File: src/rtl/step_ctrl.sv
// Run/pause/single-step controller producing a CPU clock-enable.
// Raw PAUSE/STEP are synchronized and debounced before driving the FSM.

module step_ctrl_db #(
    parameter int DB_CYCLES = 16
) (
    input  logic i_clk,
    input  logic i_rst_n,
    input  logic i_raw,
    output logic o_db
);
    localparam int              CW      = (DB_CYCLES > 1) ? $clog2(DB_CYCLES) : 1;
    localparam logic [CW-1:0]   CNT_MAX = CW'(DB_CYCLES - 1);

    logic          r_s1;
    logic          r_s2;
    logic          r_db;
    logic [CW-1:0] r_cnt;

    // Counter only advances while the synchronized level disagrees with
    // the debounced one, so any short glitch restarts it from zero.
    always_ff @(posedge i_clk or negedge i_rst_n) begin
        if (!i_rst_n) begin
            r_s1  <= 1'b0;
            r_s2  <= 1'b0;
            r_db  <= 1'b0;
            r_cnt <= '0;
        end else begin
            r_s1 <= i_raw;
            r_s2 <= r_s1;
            if (r_s2 == r_db) begin
                r_cnt <= '0;
            end else if (r_cnt == CNT_MAX) begin
                r_db  <= r_s2;
                r_cnt <= '0;
            end else begin
                r_cnt <= r_cnt + 1'b1;
            end
        end
    end

    assign o_db = r_db;
endmodule

module step_ctrl #(
    parameter int DB_CYCLES = 16,
    parameter int RUN_DIV   = 4
) (
    input  logic        CLK,
    input  logic        RST,
    input  logic        PAUSE,
    input  logic        STEP,
    output logic        CPU_EN,
    output logic        PAUSED,
    output logic [15:0] STEP_CNT
);
    typedef enum logic [1:0] {S_RUN, S_PAUSED, S_STEP, S_HOLD} state_t;

    localparam logic [15:0] DIV_MAX = 16'(RUN_DIV - 1);

    state_t      r_state;
    state_t      w_next;
    logic [1:0]  w_raw;
    logic [1:0]  w_db;
    logic        w_pause_db;
    logic        w_step_db;
    logic        r_step_d;
    logic        w_step_edge;
    logic        w_cpu_en_nxt;
    logic [15:0] r_div;
    logic [15:0] r_step_cnt;
    logic        r_cpu_en;
    logic        r_paused;

    assign w_raw = {STEP, PAUSE};

    for (genvar g = 0; g < 2; g++) begin : g_db
        step_ctrl_db #(.DB_CYCLES(DB_CYCLES)) u_db (
            .i_clk   (CLK),
            .i_rst_n (RST),
            .i_raw   (w_raw[g]),
            .o_db    (w_db[g])
        );
    end

    assign w_pause_db  = w_db[0];
    assign w_step_db   = w_db[1];
    assign w_step_edge = w_step_db & ~r_step_d;

    always_comb begin
        w_next       = r_state;
        w_cpu_en_nxt = 1'b0;
        case (r_state)
            S_RUN: begin
                if (w_pause_db) w_next = S_PAUSED;
                else            w_cpu_en_nxt = (r_div == DIV_MAX);
            end
            // Releasing PAUSE wins over a coincident step edge.
            S_PAUSED: begin
                if (!w_pause_db)      w_next = S_RUN;
                else if (w_step_edge) w_next = S_STEP;
            end
            S_STEP: begin
                w_next       = S_HOLD;
                w_cpu_en_nxt = 1'b1;
            end
            S_HOLD: begin
                if (!w_pause_db)     w_next = S_RUN;
                else if (!w_step_db) w_next = S_PAUSED;
            end
            default: w_next = S_RUN;
        endcase
    end

    always_ff @(posedge CLK or negedge RST) begin
        if (!RST) begin
            r_state    <= S_RUN;
            r_step_d   <= 1'b0;
            r_div      <= '0;
            r_step_cnt <= '0;
            r_cpu_en   <= 1'b0;
            r_paused   <= 1'b0;
        end else begin
            r_state  <= w_next;
            r_step_d <= w_step_db;
            r_cpu_en <= w_cpu_en_nxt;
            r_paused <= (w_next != S_RUN);
            // Divider only runs while staying in S_RUN; any other path re-enters at 0.
            if (r_state == S_RUN && !w_pause_db)
                r_div <= (r_div == DIV_MAX) ? 16'd0 : r_div + 16'd1;
            else
                r_div <= '0;
            if (r_state == S_STEP)
                r_step_cnt <= r_step_cnt + 16'd1;
        end
    end

    assign CPU_EN   = r_cpu_en;
    assign PAUSED   = r_paused;
    assign STEP_CNT = r_step_cnt;
endmodule

File: config.mk
export PLATFORM = sky130hd
export DESIGN_NAME = step_ctrl
export DESIGN_NICKNAME = d
export VERILOG_FILES = /design/src/rtl/step_ctrl.sv
export SDC_FILE = /design/constraint.sdc
export NUM_CORES = 1
export LEC_CHECK = 0
export BUFFER_PORTS_ARGS = -buffer_cell sky130_fd_sc_hd__buf_2
export CAP_MARGIN = 20
export CORE_ASPECT_RATIO = 1.5
export CORE_MARGIN = 3
export CORE_UTILIZATION = 58
export DETAILED_ROUTE_END_ITERATION = 10
export GPL_TIMING_DRIVEN = 0
export PLACE_DENSITY = 0.86
export SLEW_MARGIN = 25
export SYNTH_ARGS = -nofsm -noshare
export SYNTH_HDL_FRONTEND = slang
export SYNTH_SLANG_ARGS = --single-unit
File: constraint.sdc
create_clock -name CLK -period 1.8 [get_ports CLK]
set_input_delay 0.45 -clock CLK [delete_from_list [all_inputs] [get_ports CLK]]
set_output_delay 0.45 -clock CLK [all_outputs]
set_load 0.02 [all_outputs]
## Word level (Yosys, flattened, before mapping)

Index checks and enable logic that the tools add are counted.

- $add $sub $neg: 4
- Equality and inequality tests: 8
- Mux-type cells: 14
- Bitwise gates (word level): 4
- Reductions and logical operators: 6

Operator list:

| operator | count |
|---|---|
| adder 16 x 1 -> 16 bit (second input constant) | 2 |
| 2-to-1 mux 16 bit | 2 |
| == test 16 x 2 -> 1 bit (second input constant) | 1 |
| 2-to-1 mux 4 bit | 4 |
| 2-to-1 mux 2 bit | 5 |
| adder 4 x 1 -> 4 bit (second input constant) | 2 |
| == test 4 bit (second input constant) | 2 |
| case mux 2 bit (4 select lines) | 1 |
| == test 2 bit (second input constant) | 2 |
| AND reduction 2 bit | 2 |
| inverter 1 bit | 3 |
| == test 1 bit | 2 |
| == test 2 x 1 -> 1 bit (second input constant) | 1 |
| logical NOT 2 bit | 1 |
| case mux 1 bit (2 select lines) | 1 |
| nonzero test 2 bit | 1 |
| AND 1 bit | 1 |
| logical AND 1 bit | 1 |
| logical NOT 1 bit | 1 |
| 2-to-1 mux 1 bit | 1 |

- Register bits: 51
- Input port bits: 4
- Output and inout port bits: 18

## Longest topological paths before layout

Gate-level depths: netlist (run 1).

- Word-level depth: 6
- Gate-level depth with buffers: 6
- Gate-level depth less buffers: 5

## By module

From an unflattened synthesis (run 1), not the netlist that was laid out.

- Cell total of the unflattened synthesis: 199
- Area, all modules: 2232.1 um^2

Modules (own cells, without submodules):

| module | instances | cells each | area each (um^2) |
|---|---|---|---|
| step_ctrl | 1 | 159 | 1671.6 |
| step_ctrl_db | 2 | 20 | 280.3 |

## Worst setup path before layout (run 1)

No wires, ideal clock.

- Kind: register to register
- From: reg r_div[0]
- To: reg r_div[11]
- Library setup time: 0.119 ns
- Arrival time: 1.413 ns
- Path slack: 0.269 ns
- Stages on the path, launching flop included: 7
- Cells stage by stage: dfrtp_1 > ha_1 > nor4b_1 > nand4_1 > nand2_1 > buf_6 > nor2_1

- Cells in the longest elaborated chain, start to end: 3
- Elaborated cells on any way between the ends: 4

RTL lines:

| what | RTL line | source |
|---|---|---|
| start: declaration | 70 | `logic [15:0] r_div;` |
| start signal: assignment | 130 | `r_div <= (r_div == DIV_MAX) ? 16'd0 : r_div + 16'd1;` |
| adder 16 x 1 -> 16 bit / == test 16 x 2 -> 1 bit (equally long branches) | 130 |  |
| 2-to-1 mux 16 bit (*) | 130 |  |
| 2-to-1 mux 16 bit (*) | 129 | `if (r_state == S_RUN && !w_pause_db)` |

Every way passes the cells marked *; elsewhere a longest branch is shown, timed or not.
A chain may end at the register's enable or synchronous reset.

## Final worst setup path (run 1)

- From: reg r_div[1]
- To: reg r_div[6]

Same word-level chain as after synthesis.

==> key figures, run 1 <==
Power and ir drop
  • Pwr Total: 0.00278 W
  • Leakage power: 1.24 nW
  • Peak supply drop: 1.26 mV
  • PD cells: 1070 nW/µm²

Cells and area
  • Fin nets: 232
  • Commonest cells after routing, fill and taps aside: dfrtp_1, xnor2_1, nor2_1, buf_2, nand2_1
  • P&R area growth vs syn: 11.7%
  • Post-Layout Cell Count: 268
  • Share of layout cells above drive strength 1: 21.3%
  • Commonest non-fill, non-tap cell in the layout: dfrtp_1
  • ANT cells: 0

Clock network
  • Clock root buffer: clkbuf_8
  • Clock Latency Late Sink: 300 ps
  • H-tree depth: 2
  • Post-CTS Setup Repair Bufs: 0
  • Sinks on Clock Net: 51
  • CTS max path bufs: 2
  • Clock slew at reported path FFs: 90 ps
  • Cts bufs inserted: 5
  • TritonCTS clock tree: done

Place
  • Place WS: -17.3 ps
  • Port buffer count: 21
  • Placed cells: 260
  • GP Congestion: 0.748
  • Post-DP HPWL: 2870 µm

Floorplan
  • Die area: 4800 µm²
  • Ports: 22
  • Die extent in y: 83.4 µm
  • Die width: 57.6 µm
  • # rows: 27
  • Starting Density: 61.7%
  • CORE AREA: 3750 µm²

Drt
  • Vias per Instance: 5.64
  • ANT nets after route: 0
  • Via Count: 1,512
  • Detailed Route WL: 3940 µm
  • DRT iter0 DRCs: 21
  • DR DRC count: 0
  • Pre-Repair DR Iteration Count: 4
  • Avg WL per Cell: 14.7 µm

Synth
  • Syn nets: 204
  • Synth Warn #: 0
  • Synth cell types: 32
  • Synth top area share: 55.2%
  • Sequential share of the synthesized area: 55.2%
  • Syn avg cell area: 11.8 µm²
  • Cells after synthesis: 196
  • Seq cells post-synth: 51
  • Cell Area, Synth: 2310 µm²
  • Post-synth top area cell: dfrtp_1
  • Top post-synthesis cells by area: dfrtp_1, xnor2_1, nor4_4

Timing
  • Layout Skew: 4.16 ps
  • Final period util: 92.6%
  • Final worst path period need: 1670 ps
  • Final Hold Vio Count: 0
  • Slew HR: 58.6%
  • WHS: 154 ps
  • Max-slew violation count: 0
  • Slew @ Worst Pin: 620 ps
  • Final setup margin: 132 ps
  • RSZ-0062 raised after global routing: false
  • Final setup fails: 0
  • Fin Setup TNS: 0 ps
  • Maximum clock rate: 600 MHz

Critical path
  • Critical Path Fanout Max: 10
  • Critical path class: flip-flop to flip-flop
  • Worst setup SP type: flip-flop
  • CP Capture Type: flip-flop
  • Worst Path Arrival: 1870 ps
  • Worst Path Required: 2000 ps

GRT
  • Global-route wire length before repair: 7110 µm
  • Vias in the first global route: 1,600
  • Grt ovf: 0
  • Antenna violations before repair: 0
  • Largest net degree at the start of global routing: 52
  • Total track usage: 18.8%

Status
  • Outcome: finished clean

Worst hold path
  • Hold Crit Class: input pin to async pin

Job
  • Max_cap viols: 0
==> sequential cells by signal (all words and copies together), names as in the netlist <==
| name | flops |
|---|---|
| g_db.u_db.o_db | 2 |
| g_db.u_db.r_s1 | 2 |
| CPU_EN | 1 |
| g_db.u_db.r_s2 | 2 |
| r_div | 16 |
| STEP_CNT | 16 |
| r_step_d | 1 |
| r_state | 2 |
| PAUSED | 1 |
| g_db.u_db.r_cnt | 8 |
==> stage by stage <==
stage	instance area, µm²	util, %
after global placement	2470	65.9
after CTS	2580	68.8
after floorplan	2310	-
after global routing	2580	68.9
final	2580	68.9
after detailed placement	2470	66.0
==> worst paths after layout <==
kind / start / endpoint / slack, ps / cells after the start
min reg2reg: g_db[0].u_db.r_s1$_DFF_PN0_ / g_db[0].u_db.r_s2$_DFF_PN0_ / 360 / 0
min: RST / r_div[4]$_DFF_PN0_ / 150 / 1
max: r_div[1]$_DFF_PN0_ / r_div[6]$_DFF_PN0_ / 130 / 6
max reg2reg: r_div[1]$_DFF_PN0_ / r_div[6]$_DFF_PN0_ / 130 / 6
min in group CLK: STEP / g_db[1].u_db.r_s1$_DFF_PN0_ / 250 / 1
max in group asynchronous: RST / r_div[0]$_DFF_PN0_ / 1210 / 1
==> per-layer routing <==
| layer | global-route usage, % | part of all wire [%] |
|---|---|---|
| met5 | 0 | 0 |
| met4 | 6.75 | 1.6 |
| met3 | 4.67 | 4.2 |
| met2 | 32.2 | 55 |
| met1 | 22.3 | 39 |
==> worst max-delay path: stages (launching register included) <==
cell	delay (ps)
dfrtp_1	430
ha_2	280
nor4b_1	250
nand4_1	190
nand2_2	190
buf_6	170
nor2_1	60
==> power by group <==
part	internal, W	leakage (nW)	switching, W
logic	0.000230	0.505	0.000384
clock network	0.000350	0.0505	0.000364
registers	0.00128	0.683	0.000171
total	0.00186	1.24	0.000920
==> logic make-up (layout without fill, tap and decap cells) <==
group	count (synthesis)	count (layout)	synth area share (%)
simple gates	88	88	25.4
flops	51	51	55.2
xor+xnor	33	33	12.5
compound gates	9	9	2.00
buf+inv	9	38	1.84
fa+ha+maj	4	4	2.16
mux	2	2	0.973
==> cell type report <==
| class | count | area [µm²] |
|---|---|---|
| flip-flops and latches | 51 | 1280 |
| fillers | 289 | 1160 |
| multi-input cells | 136 | 1000 |
| repair buffers | 21 | 108 |
| clock buffers | 7 | 96.3 |
| well taps | 43 | 53.8 |
| inverters | 7 | 26.3 |
| plain buffers | 2 | 16.3 |
| clock inverters | 1 | 7.51 |
==> cell usage after synthesis <==
cell,number
nand3_4,1
nor2_2,2
dfrtp_1,51
xor2_1,8
inv_1,7
nand3b_1,1
buf_2,1
nor4_4,4
o21ai_0,2
nor4_1,2
a21oi_1,6
buf_6,1
nor2b_1,3
xnor2_1,25
nand4_1,4
nand4_2,1
or2_1,1
and4_1,2
nand3_1,11
nand4b_1,3
mux2_2,2
nor4b_1,1
nand2_1,13
and3_1,2
nor4_2,1
nor2_1,22
a31oi_1,1
nor3_1,8
ha_1,4
nand4_4,3
nor3b_1,2
nand2b_1,1
==> repair_timing <==
item | in CTS | in global routing
hold buffers | 0 | 0
endpoints found under the setup margin | 10 | 11
cloned | 0 | 0
gates resized for setup | 1 | 2
Power figures use the tool's default switching activity.
==> run 2, diff against run 1 <==
--- a/config.mk
+++ b/config.mk
@@ -9,10 +9,11 @@
 export CAP_MARGIN = 20
 export CORE_ASPECT_RATIO = 1.5
 export CORE_MARGIN = 3
-export CORE_UTILIZATION = 58
+export CORE_UTILIZATION = 65
+export CTS_BUF_LIST = sky130_fd_sc_hd__clkbuf_8
 export DETAILED_ROUTE_END_ITERATION = 10
 export GPL_TIMING_DRIVEN = 0
-export PLACE_DENSITY = 0.86
+export PLACE_DENSITY = 0.94
 export SLEW_MARGIN = 25
 export SYNTH_ARGS = -nofsm -noshare
 export SYNTH_HDL_FRONTEND = slang
==> constraint.sdc (replaced) <==
create_clock -name CLK -period 2 [get_ports CLK]
set_input_delay 0.5 -clock CLK [delete_from_list [all_inputs] [get_ports CLK]]
set_output_delay 0.5 -clock CLK [all_outputs]
set_load 0.02 [all_outputs]
==> run 2 against run 1 <==
- wire length rose by 3.6%
- clock power down 26%
- clock-buffer cell count is 2 lower
- first-iteration DRC count is 38% higher
- register-to-register slack is essentially flat
- sequential cell count is the same
- cell count down 1.9%
- design area is 1.6% lower
- largest power group unchanged
- highest routed layer unchanged
==> key figures, run 2 (synthesis results as in run 1) <==
Cells and area
  • Commonest cells after routing, fill and taps aside: dfrtp_1, xnor2_1, nor2_1, buf_2, nand2_1 (unchanged)
  • Commonest non-fill, non-tap cell in the layout: dfrtp_1 (unchanged)
  • Fin nets: 232 (unchanged)
  • Fill cells: 219 (was 289)
  • ANT cells: 0 (unchanged)
  • Share of layout cells above drive strength 1: 18.8% (was 21.3%)
  • P&R area growth vs syn: 9.95% (was 11.7%)
  • Register area: 1280 µm² (about the same)
  • Area of the multi-input gates: 995 µm² (was 1000 µm²)

Drt
  • ANT nets after route: 0 (unchanged)
  • Avg WL per Cell: 15.5 µm (was 14.7 µm)
  • Pre-Repair DR Iteration Count: 4 (unchanged)
  • Via Count: 1,520 (was 1,512)
  • Vias per Instance: 5.78 (was 5.64)
  • Detailed Route WL: 4080 µm (was 3940 µm)
  • DRT iter0 DRCs: 29 (was 21)
  • DR DRC count: 0 (unchanged)

Floorplan
  • Die extent in y: 79.1 µm (was 83.4 µm)
  • Starting Density: 70.4% (was 61.7%)
  • Ports: 22 (unchanged)
  • Die width: 54.7 µm (was 57.6 µm)
  • CORE AREA: 3280 µm² (was 3750 µm²)
  • Die area: 4330 µm² (was 4800 µm²)
  • # rows: 25 (was 27)

Timing
  • Fin Setup TNS: 0 ps (unchanged)
  • Final period util: 93.9% (was 92.6%)
  • Final worst path period need: 1880 ps (was 1670 ps)
  • Max-slew violation count: 0 (unchanged)
  • Final setup margin: 123 ps (was 132 ps)
  • Maximum clock rate: 533 MHz (was 600 MHz)
  • Layout Skew: 7.20 ps (was 4.16 ps)
  • Slew HR: 58.7% (was 58.6%)
  • Slew @ Worst Pin: 619 ps (was 620 ps)
  • Final Hold Vio Count: 0 (unchanged)
  • Final setup fails: 0 (unchanged)
  • RSZ-0062 raised after global routing: false (unchanged)

Worst hold path
  • Hold Crit Class: input pin to async pin (unchanged)

Status
  • Outcome: finished clean (unchanged)

Power and ir drop
  • PD cells: 934 nW/µm² (was 1070 nW/µm²)
  • Pwr Total: 0.00238 W (was 0.00278 W)
  • Leakage power: 1.23 nW (was 1.24 nW)
  • Peak supply drop: 0.949 mV (was 1.26 mV)

Place
  • Post-DP HPWL: 2920 µm (was 2870 µm)
  • Place WS: 159 ps (was -17.3 ps)
  • Port buffer count: 21 (unchanged)
  • GP Congestion: 0.774 (was 0.748)

Critical path
  • Worst Path Arrival: 2060 ps (was 1870 ps)
  • Critical path class: flip-flop to flip-flop (unchanged)
  • Critical Path Fanout Max: 10 (unchanged)
  • Worst setup SP type: flip-flop (unchanged)
  • Worst Path Required: 2190 ps (was 2000 ps)
  • CP Capture Type: flip-flop (unchanged)

Clock network
  • Clock slew at reported path FFs: 80 ps (was 90 ps)
  • Post-CTS Setup Repair Bufs: 0 (unchanged)
  • H-tree depth: 2 (unchanged)
  • Clock root buffer: clkbuf_8 (unchanged)
  • Hold Buf Count CTS: 0 (unchanged)
  • CTS max path bufs: 2 (unchanged)
  • TritonCTS clock tree: done (unchanged)
  • Sinks on Clock Net: 51 (unchanged)
  • Clock Latency Late Sink: 300 ps (about the same)
  • # resized after CTS: 0 (was 1)
  • Cts bufs inserted: 5 (unchanged)

GRT
  • Largest net degree at the start of global routing: 52 (unchanged)
  • Antenna violations before repair: 0 (unchanged)
  • Vias in the first global route: 1,653 (was 1,600)
  • Total track usage: 22.2% (was 18.8%)
  • Global-route wire length before repair: 7010 µm (was 7110 µm)
  • Grt ovf: 0 (unchanged)

Job
  • Max_cap viols: 0 (unchanged)
## run 2: final cells by class
class | instances | area share [%]
multi-input cells | 136 | 39.1
clock inverters | 1 | 0.148
plain buffers | 2 | 0.639
clock buffers | 5 | 2.71
well taps | 40 | 1.97
repair buffers | 21 | 4.23
inverters | 7 | 1.03
flip-flops and latches | 51 | 50.2
## run 2: path summary, 6_finish.rpt
path	cells after the start	from	slack, ps	end
worst max-delay path	6	r_div[0]$_DFF_PN0_	120	r_div[8]$_DFF_PN0_
worst min-delay path	1	RST	210	r_div[4]$_DFF_PN0_
worst max register to register	6	r_div[0]$_DFF_PN0_	120	r_div[8]$_DFF_PN0_
worst min register to register	0	g_db[1].u_db.r_s1$_DFF_PN0_	360	g_db[1].u_db.r_s2$_DFF_PN0_
max in group asynchronous	1	RST	1370	STEP_CNT[15]$_DFFE_PN0P_
min in group CLK	1	STEP	310	g_db[1].u_db.r_s1$_DFF_PN0_
## run 2: critical path, stage by stage, from the launching register on
cell     delay (ps)
dfrtp_1         460
ha_1            330
nor4b_1         300
nand4_1         190
nand2_1         240
buf_6           180
nor2_1           50
## run 2: stage by stage
stage | instance area [µm²] | util, % | hold WS, ps | cells
5_1_grt | 2540 | 77.4 | 251 | 263
4_1_cts | 2540 | 77.4 | 231 | 263
6_report | 2540 | 77.4 | 207 | 263
2_1_floorplan | 2310 | - | 204 | 196
3_5_place_dp | 2470 | 75.2 | 340 | 257
3_3_place_gp | 2470 | 75.2 | 333 | 257
## run 2: power by group
part / total [W] / switching [W] / internal [W]
sequential: 0.00130 / 0.000153 / 0.00115
combinational: 0.000550 / 0.000349 / 0.000200
clock: 0.000526 / 0.000297 / 0.000229
## run 2: layer usage
metal | GRT usage [%] | vias to the layer above | part of all wire (%)
li1 | - | 720 | -
met1 | 25.2 | 756 | 39
met2 | 36.5 | 29 | 54
met3 | 5.63 | 15 | 3.3
met4 | 12.2 | 0 | 3.3
met5 | 0 | - | 0
